## config.mk

```make
export PLATFORM = sky130hd
export DESIGN_NAME = irq_request_stage
export DESIGN_NICKNAME = d
export VERILOG_FILES = /design/src/rtl/irq_pkg.sv /design/src/rtl/irq_sync_edge.sv /design/src/rtl/irq_request_stage.sv
export SDC_FILE = /design/constraint.sdc
export NUM_CORES = 1
export LEC_CHECK = 0
export ABC_CLOCK_PERIOD_IN_PS = 1100
export CAP_MARGIN = 20
export CORE_MARGIN = 2
export CORE_UTILIZATION = 47
export DETAILED_ROUTE_END_ITERATION = 12
export PLACE_DENSITY_LB_ADDON = 0.15
export SLEW_MARGIN = 0
export SYNTH_ARGS = -nofsm -noshare
export SYNTH_HDL_FRONTEND = slang
export SYNTH_SLANG_ARGS = --single-unit
```

## constraint.sdc

```tcl
create_clock -name clk -period 1.1 [get_ports clk]
set_input_delay 0.33 -clock clk [delete_from_list [all_inputs] [get_ports clk]]
set_output_delay 0.33 -clock clk [all_outputs]
set_load 0.01 [all_outputs]
```

## src/rtl/irq_pkg.sv

```systemverilog
// Shared constants and FSM state type for the interrupt request stage.
package irq_pkg;
  localparam int N  = 8;
  localparam int CW = 3;
  localparam logic [CW-1:0] CODE_RST = '0;

  typedef enum logic [1:0] {
    IDLE    = 2'd0,
    PRESENT = 2'd1,
    CLEAR   = 2'd2
  } state_t;
endpackage

```

## src/rtl/irq_sync_edge.sv

```systemverilog
// One request line: two-flop synchroniser, delay flop, and rising-edge pulse.
module irq_sync_edge (
  input  logic clk,
  input  logic rst_n,
  input  logic line,
  output logic pulse
);
  logic s1, s2, s3;

  always_ff @(posedge clk) begin
    if (!rst_n) begin
      s1 <= 1'b0;
      s2 <= 1'b0;
      s3 <= 1'b0;
    end else begin
      s1 <= line;
      s2 <= s1;
      s3 <= s2;
    end
  end

  assign pulse = s2 & ~s3;
endmodule

```

## src/rtl/irq_request_stage.sv

```systemverilog
// Synchronises eight request lines into a pending register, feeds the external
// priority encoder, and presents the returned code with a valid/ack handshake.
//
// state   | meaning
// IDLE    | waiting for a non-zero req_out; captures code_in when one appears
// PRESENT | int_valid high, int_code held until int_ack
// CLEAR   | one quiet cycle so req_out and the encoder reflect the cleared bit
module irq_request_stage
  import irq_pkg::*;
(
  input  logic          clk,
  input  logic          rst_n,
  input  logic [N-1:0]  irq_in,
  input  logic [N-1:0]  mask,
  output logic [N-1:0]  req_out,
  input  logic [CW-1:0] code_in,
  output logic          int_valid,
  output logic [CW-1:0] int_code,
  input  logic          int_ack,
  output logic          any_pending
);
  logic [N-1:0]  edge_pulse;
  logic [N-1:0]  pending;
  logic [N-1:0]  clr;
  logic [CW-1:0] code_next;
  state_t        state, state_next;

  for (genvar i = 0; i < N; i++) begin : g_line
    irq_sync_edge u_sync (
      .clk   (clk),
      .rst_n (rst_n),
      .line  (irq_in[i]),
      .pulse (edge_pulse[i])
    );
  end

  always_comb begin
    state_next = state;
    code_next  = int_code;
    clr        = '0;
    case (state)
      IDLE: begin
        // Encoder output is meaningless (000) when nothing is requested.
        if (|req_out) begin
          state_next = PRESENT;
          code_next  = code_in;
        end
      end
      PRESENT: begin
        if (int_ack) begin
          clr[int_code] = 1'b1;
          state_next    = CLEAR;
        end
      end
      CLEAR:   state_next = IDLE;
      default: state_next = IDLE;
    endcase
  end

  always_ff @(posedge clk) begin
    if (!rst_n) begin
      state       <= IDLE;
      int_code    <= CODE_RST;
      pending     <= '0;
      req_out     <= '0;
      any_pending <= 1'b0;
    end else begin
      state       <= state_next;
      int_code    <= code_next;
      // A new edge on the line being acknowledged must not be lost.
      pending     <= (pending & ~clr) | edge_pulse;
      req_out     <= pending & mask;
      any_pending <= |pending;
    end
  end

  assign int_valid = (state == PRESENT);
endmodule

```

==> flow_metrics.env, run 1 <==
export IMPL_synth_cell_types=19
export IMPL_grt_usage_pct=17.5
export IMPL_antennaDiodeCount=0
export IMPL_worst_path_max_fanout=4
export IMPL_clk_pin_slew_ps=120
export IMPL_clk_latency_ps=350
export IMPL_fin_skew_ps=4.34
export IMPL_cp_start_kind="input pin"
export IMPL_portBuffers=34
export IMPL_finalHoldViolCount=0
export IMPL_final_area_um2=2160
export IMPL_grt_overflow_total=0
export IMPL_end_kind="register"
export IMPL_hp_class="register to register"
export IMPL_die_area_um2=3610
export IMPL_p_leak_uw=0.000891
export IMPL_avgSynthCellArea_um2=11.0
export IMPL_vias=1098
export IMPL_cts_buffer_depth=2
export IMPL_ys_ff_latch=46
export IMPL_dp_hpwl_mm=1.91
export IMPL_synth_top_family_by_area="simple AND/OR/NAND/NOR gates"
export IMPL_core_area_um2=3030
export IMPL_synthCells=134
export IMPL_placed_cell_area_um2=1940
export IMPL_drive_gt1_share_pct=30.1
export IMPL_initial_core_util_pct=48.8
export IMPL_synth_simple_gate_area_share_pct=27.1
export IMPL_grt_pass1_vias=1073
export IMPL_synth_fa_ha_area_share_pct=0
export IMPL_ant_nets=0
export IMPL_run_status="complete, but fails checks"
export IMPL_final_cell_mix="dfxtp_1, and2_1, clkdlybuf4s50_1"
export IMPL_fmax_ghz=0.760
export IMPL_setup_viol=22
export IMPL_relSlewSlack_pct=78.8
export IMPL_tightestPinTransition_ps=315
export IMPL_area_growth_pct=46.5
export IMPL_routedWlPerCell_um=12.3
export IMPL_final_common_cell="dfxtp_1"
export IMPL_muxShareOfSynthArea_pct=2.03
export IMPL_seqPwrFrac_pct=56.8
export IMPL_die_h_um=60.0
export IMPL_drtIter0Drc=44
export IMPL_die_w_um=60.0
export IMPL_fin_crit_sh_pct=120
export IMPL_required_ps=1350
export IMPL_timing_setup_tns_ps=-1520
export IMPL_dr_pass1_iters=4
export IMPL_h_tree_depth=2
export IMPL_grt_max_degree=28
export IMPL_cap_violations=0
export IMPL_peakVddDrop_v=0.00160
export IMPL_synth_area_um2=1480
export IMPL_syn_num_nets=156
export IMPL_pin_count=35
export IMPL_grt_antenna_before_repair=0
export IMPL_cts_buffers=5
export IMPL_cts_tree="done"
export IMPL_p_sw_share_pct=21.8
export IMPL_drv_slew=0
export IMPL_fp_row_count=20
export IMPL_hold_buffers=0
export IMPL_yosysWarnings=0
export IMPL_power_density_nw_per_um2=1450
export IMPL_synth_xor_area_share_pct=0
export IMPL_arrival_ps=1570
export IMPL_viasPerCell=4.84
export IMPL_route_detailed_drc=0
export IMPL_violations="negative setup slack"
export IMPL_power_switching_uw=684
export IMPL_cts_sinks=46
export IMPL_synth_compound_area_share_pct=7.12
export IMPL_internal_power_uw=2460
export IMPL_nNetsFinal=204
export IMPL_criticalPathCategory="input pin to register"
export IMPL_gp_congestion=0.747
export IMPL_yosysSeqAreaShare_pct=62.4
export IMPL_rsz0062_at_grt="true"
export IMPL_clockPowerShare_pct=31.2
export IMPL_finalCriticalPeriod_ps=1320
export IMPL_grt_pass1_wl_mm=4.53
export IMPL_routed_wirelength_mm=2.79
export IMPL_p_comb_share_pct=12.0
export IMPL_cts_root_buffer="clkbuf_4"
export IMPL_setup_slack_ps=-216
Yosys cell counts:
cell       number  area [um2]
nor4_1          4        25.0
and2_1         24         150
a21boi_0        7        52.6
clkbuf_1        4        15.0
nand4bb_1       1        11.3
nand4b_1        1        8.76
and4b_1         1        10.0
nor4_2          2        25.0
nor2b_1         3        18.8
o21ai_0         8        40.0
a211oi_2        1        12.5
dfxtp_1        46         921
and3_1          9        56.3
buf_2           1        5.00
mux2i_1         3        30.0
nand3b_1        1        7.51
nand2_1         8        30.0
nor2_1          2        7.51
nand2b_1        8        50.1
metrics by stage:
step / hold WS, ps / setup slack (ps) / std cells / total power, uW / util [%]
floorplan: 412 / 33.5 / 134 / 1950 / -
global placement: 415 / -394 / 217 / 2120 / 64.0
detailed placement: 419 / -466 / 217 / 2140 / 64.0
CTS: 450 / -190 / 227 / 3150 / 70.2
global route: 465 / -265 / 227 / 3290 / 71.4
finish: 446 / -216 / 227 / 3140 / 71.4
state kept, by name (all words and copies together), names as in the netlist:
register / cells
g_line.u_sync.s2: 8
req_out: 8
any_pending: 1
g_line.u_sync.s1: 8
pending: 8
state: 2
g_line.u_sync.s3: 8
int_code: 3
final timing paths:
kind / slack (ps) / startpoint / to / cells after the start
setup / recovery: -220 / int_ack / pending[1] / 4
hold / removal: 450 / g_line[4].u_sync.s1 / g_line[4].u_sync.s2 / 1
setup reg to reg: -200 / state[1] / pending[1] / 4
hold reg to reg: 450 / g_line[4].u_sync.s1 / g_line[4].u_sync.s2 / 1
power groups by stage:
| stage | logic [uW] | registers, uW | clock network (uW) |
|---|---|---|---|
| floorplan | 123 | 1820 | 0 |
| CTS | 359 | 1780 | 1010 |
| finish | 376 | 1780 | 981 |
| detailed placement | 322 | 1810 | 0 |
| global route | 409 | 1790 | 1090 |
| global placement | 314 | 1810 | 0 |
repair_timing:
action	CTS	global route
pin swaps	10	13
setup endpoints to repair	25	25
gates cloned	0	0
resized for setup	96	11
setup buffers	2	0
hold endpoints to repair	0	0
logic make-up after synthesis:
kind of cell | count (synthesis)
and+or+nand+nor | 64
DFF | 46
AOI/OAI and AO/OA | 16
buffers and inverters | 5
muxes | 3
worst max-delay path, stage by stage:
cell             delay (ps)
clkdlybuf4s50_1         570
nand4b_1                260
nor4_2                  330
nor2_1                   80
metal layers:
layer | routed length (um) | GRT usage [%]
met5 | 0 | 0
met4 | 54 | 8.57
met3 | 147 | 5.84
met2 | 1440 | 31.4
met1 | 1150 | 17.9
cell type report:
type / count / area [um2]
Sequential cell: 46 / 942
Fill cell: 220 / 865
Multi-Input combinational cell: 83 / 612
Timing Repair Buffer: 46 / 475
Tap cell: 44 / 55.1
Clock buffer: 6 / 41.3
Clock inverter: 2 / 37.5
(Power assumes the default switching activity.)
==> run 2: changes to the inputs <==
SETUP_SLACK_MARGIN = 0.2   (was unset)
==> run 2 against run 1 <==
- final cell count grew 1.8%
- the flow still finishes with violations (negative setup slack)
- first-iteration DRC count fell by 32%
- critical path type is now register to primary output
- highest routed layer unchanged
- sequential share of layout area is 0.98 points lower
- count of clock-buffer cells in the layout is the same
- total power down 4.5%
- die area is the same
- combinational power grew 3%
==> flow_metrics.env, run 2 (synthesis gave the netlist of run 1 again) <==
export IMPL_clk_latency_ps=370
export IMPL_worst_path_buf_inv=1
export IMPL_required_ps=770
export IMPL_finalHoldViolCount=0
export IMPL_pin_count=35
export IMPL_dr_pass1_iters=4
export IMPL_hold_ws_ps=320
export IMPL_crit_chain="nor2b_4 > buf_6"
export IMPL_cts_root_buffer="clkbuf_4"
export IMPL_cts_sinks=46
export IMPL_worst_path_max_fanout=2
export IMPL_grt_pass1_vias=1128
export IMPL_grt_max_degree=26
export IMPL_fmax_ghz=0.772
export IMPL_cp_start_kind="register"
export IMPL_die_w_um=60.0
export IMPL_setup_slack_ps=-195
export IMPL_run_status="complete, but fails checks"
export IMPL_p_leak_uw=0.000938
export IMPL_cts_buffer_depth=2
export IMPL_tightestPinTransition_ps=322
export IMPL_criticalPathCategory="register to primary output"
export IMPL_hp_class="input pin to register"
export IMPL_vias=1110
export IMPL_die_area_um2=3610
export IMPL_clk_pin_slew_ps=130
export IMPL_final_cell_mix="dfxtp_1, and2_1, clkdlybuf4s50_1"
export IMPL_route_detailed_drc=0
export IMPL_ant_nets=0
export IMPL_cap_violations=0
export IMPL_critPathTopFamily="flip-flops"
export IMPL_fp_row_count=20
export IMPL_drv_slew=0
export IMPL_viasPerCell=4.81
export IMPL_routedWlPerCell_um=12.7
export IMPL_grt_usage_pct=18.0
export IMPL_cp_slowest_cell="dfxtp_2"
export IMPL_final_common_cell="dfxtp_1"
export IMPL_cts_buffers=5
export IMPL_grt_antenna_before_repair=0
export IMPL_grt_pass1_wl_mm=4.69
export IMPL_power_density_nw_per_um2=1360
export IMPL_core_area_um2=3030
export IMPL_portBuffers=34
export IMPL_fin_crit_sh_pct=118
export IMPL_routed_wirelength_mm=2.92
export IMPL_h_tree_depth=2
export IMPL_peakVddDrop_v=0.00102
export IMPL_gp_congestion=0.724
export IMPL_area_growth_pct=49.5
export IMPL_end_kind="primary output"
export IMPL_drive_gt1_share_pct=34.2
export IMPL_relSlewSlack_pct=78.5
export IMPL_final_area_um2=2210
export IMPL_grt_overflow_total=0
export IMPL_max_stage_delay_ps=350
export IMPL_timing_setup_tns_ps=-1550
export IMPL_rsz0062_at_grt="true"
export IMPL_initial_core_util_pct=48.8
export IMPL_finalCriticalPeriod_ps=1300
export IMPL_die_h_um=60.0
export IMPL_dp_hpwl_mm=1.89
export IMPL_antennaDiodeCount=0
export IMPL_drtIter0Drc=30
export IMPL_placed_cell_area_um2=1990
export IMPL_arrival_ps=970
export IMPL_cts_tree="done"
export IMPL_setup_viol=22
export IMPL_violations="negative setup slack"
export IMPL_nNetsFinal=208
export IMPL_fin_skew_ps=14.0
## run 2: changes by cell type in the layout (fill, tap and decap cells not counted), sizes merged
cell / change
bufinv: -1
clkinvlp: -1
clkdlybuf4s50: -2
bufbuf: +1
dlygate4sd2: +1
clkinv: +1
inv: +1
buf: +3
dlymetal6s2s: +1
## run 2: worst paths after layout
path | from | endpoint | slack [ps] | cells past startpoint
max | state[0] | int_valid | -200 | 2
min | int_ack | state[1] | 320 | 2
max reg2reg | req_out[0] | int_code[0] | -140 | 4
min reg2reg | g_line[4].u_sync.s1 | g_line[4].u_sync.s2 | 450 | 1
## run 2: final cells by class
type / count / area (um2)
Sequential cell: 46 / 940
Fill cell: 229 / 821
Multi-Input combinational cell: 83 / 626
Timing Repair Buffer: 50 / 524
Tap cell: 44 / 55.1
Clock buffer: 6 / 51.3
Clock inverter: 2 / 11.3
## run 2: per-layer routing
metal,global-route usage (%),vias up,routed length (um)
met5,0,-,0
met4,8.25,0,68
met3,5.84,9,159
met2,32.8,31,1460
met1,18.4,513,1240
li1,-,557,-
## run 2: worst reg2reg max path, stage by stage (launching register included)
cell      delay [ps]
dfxtp_2          350
buf_4            130
nor4_4           340
a211oi_4         150
mux2i_1          150
## run 2: per-stage QoR
stage	power [uW]	util (%)	instances	worst slack (ps)
after floorplan	1970	-	134	81.5
after global placement	2140	65.9	217	-373
after detailed placement	2160	65.9	217	-403
after CTS	3010	72.0	231	-200
after global routing	3110	72.9	231	-224
final	3000	72.9	231	-195
## run 2: power breakdown
part / internal (uW) / leakage (uW) / total (uW) / switching (uW)
Combinational: 242 / 0.000516 / 387 / 145
Sequential: 1740 / 0.000383 / 1790 / 42.3
Clock: 310 / 0.0000386 / 825 / 515
Total: 2300 / 0.000938 / 3000 / 703
## run 2: what timing repair did
item / in CTS / in global routing
buffers inserted: 5 / 0
cloned: 1 / 0
setup endpoints to repair: 35 / 26
gates resized for setup: 87 / 6
hold buffers: 0 / 0
pin swaps: 14 / 7
==> run 3: changes to the inputs <==
SKIP_LAST_GASP = 1   (was unset)
==> run 3 against run 2 <==
- the flow still finishes with violations (negative setup slack)
- sequential cell count stayed put
- sequential power hardly changed
- die area stayed put
- total power is 0.23% lower
- critical path depth stayed put
- routed wire length hardly changed
- critical path type unchanged
- largest cell class unchanged
- highest routed layer unchanged
==> flow_metrics.env, run 3 (synthesis gave the netlist of run 1 again) <==
export IMPL_final_area_um2=2220
export IMPL_finalCriticalPeriod_ps=1280
export IMPL_initial_core_util_pct=48.8
export IMPL_arrival_ps=950
export IMPL_gp_congestion=0.724
export IMPL_placed_cell_area_um2=1990
export IMPL_finalHoldViolCount=0
export IMPL_grt_overflow_total=0
export IMPL_p_leak_uw=0.000945
export IMPL_portBuffers=34
export IMPL_grt_pass1_wl_mm=4.64
export IMPL_tightestPinTransition_ps=323
export IMPL_violations="negative setup slack"
export IMPL_route_detailed_drc=0
export IMPL_grt_antenna_before_repair=0
export IMPL_r2r_end="state[0]"
export IMPL_viasPerCell=4.77
export IMPL_cts_root_buffer="clkbuf_4"
export IMPL_clk_pin_slew_ps=120
export IMPL_hold_ws_ps=342
export IMPL_grt_pass1_vias=1103
export IMPL_cts_buffer_depth=2
export IMPL_cap_violations=0
export IMPL_worstHoldEndpoint="state[1]"
export IMPL_end_kind="primary output"
export IMPL_grt_max_degree=26
export IMPL_criticalPathCategory="register to primary output"
export IMPL_required_ps=770
export IMPL_die_h_um=60.0
export IMPL_core_area_um2=3030
export IMPL_min_from="int_ack"
export IMPL_run_status="complete, but fails checks"
export IMPL_drive_gt1_share_pct=34.6
export IMPL_area_growth_pct=50.5
export IMPL_die_w_um=60.0
export IMPL_rsz0062_at_grt="true"
export IMPL_fin_skew_ps=10.3
export IMPL_reg2reg_slack_ps=-140
export IMPL_routed_wirelength_mm=2.93
export IMPL_drv_slew=0
export IMPL_dp_hpwl_mm=1.89
export IMPL_final_common_cell="dfxtp_1"
export IMPL_setup_slack_ps=-177
export IMPL_clk_latency_ps=350
export IMPL_vias=1107
export IMPL_peakVddDrop_v=0.00102
export IMPL_routedWlPerCell_um=12.6
export IMPL_fmax_ghz=0.783
export IMPL_fp_row_count=20
export IMPL_drtIter0Drc=35
export IMPL_relSlewSlack_pct=78.3
export IMPL_n_fill_cell=224
export IMPL_die_area_um2=3610
export IMPL_power_uw=2990
export IMPL_place_inst=217
export IMPL_ant_nets=0
export IMPL_antennaDiodeCount=0
export IMPL_rr_startpoint="req_out[1]"
export IMPL_stdcell_count=232
export IMPL_cp_start_kind="register"
export IMPL_worst_path_max_fanout=2
export IMPL_place_ws_ps=-403
export IMPL_cts_tree="done"
export IMPL_pin_count=35
export IMPL_hp_class="input pin to register"
export IMPL_nNetsFinal=209
export IMPL_h_tree_depth=2
export IMPL_grt_usage_pct=17.7
export IMPL_dr_pass1_iters=4
export IMPL_fin_crit_sh_pct=116
export IMPL_cts_sinks=46
export IMPL_setup_viol=20
export IMPL_holdPathStages=2
export IMPL_final_cell_mix="dfxtp_1, and2_1, clkdlybuf4s50_1"
export IMPL_hold_buffers=0
export IMPL_r2r_cells=4
export IMPL_power_density_nw_per_um2=1350
export IMPL_cts_buffers=5
[run 3: changes by cell type in the layout (fill, tap and decap cells not counted)]
| cell | change |
|---|---|
| buf_6 | +2 |
| buf_4 | -1 |
[run 3: metal layers]
metal | vias up | part of all wire, % | global-route usage, %
met3 | 5 | 5.4 | 5.84
li1 | 561 | - | -
met5 | - | 0 | 0
met4 | 0 | 1.7 | 7.62
met1 | 510 | 41 | 18.6
met2 | 31 | 52 | 31.8
[run 3: worst max-delay path by stage]
stage	end	startpoint	slack, ps
floorplan	int_code[0]	req_out[6]	80
global placement	pending[1]	int_ack	-370
detailed placement	pending[5]	int_ack	-400
CTS	int_valid	state[0]	-200
global route	int_valid	state[0]	-220
finish	int_valid	state[0]	-180
[run 3: final cells by class]
type	count	area (um2)	area share (%)
clock buffers	6	51.3	2.31
repair buffers	51	539	24.3
well taps	44	55.1	2.48
flip-flops and latches	46	940	42.3
multi-input cells	83	626	28.2
clock inverters	2	11.3	0.507
[run 3: timing repair]
item                       4_1_cts  5_1_grt
setup endpoints to repair       35       26
gates cloned                     1        0
pin swaps                       14       10
setup buffers                    5        1
gates resized for setup         83       12
[run 3: critical path, cell delays in order (launching register included)]
cell and delay (ps):
dfxtp_2 350, nor2b_4 150, buf_6 110
[run 3: through the flow]
step                utilization [%]  setup TNS (ps)
CTS                            71.8           -1520
detailed placement             65.9          -10980
finish                         73.4           -1260
global placement               65.9           -9510
floorplan                         -               0
global route                   73.4           -2190
[run 3: where the power goes]
| part | total, uW | internal (uW) | switching [uW] | leakage (uW) |
|---|---|---|---|---|
| Combinational | 397 | 248 | 149 | 0.000523 |
| Sequential | 1790 | 1740 | 42.6 | 0.000383 |
| Clock | 808 | 310 | 499 | 0.0000386 |
| Total | 2990 | 2300 | 690 | 0.000945 |
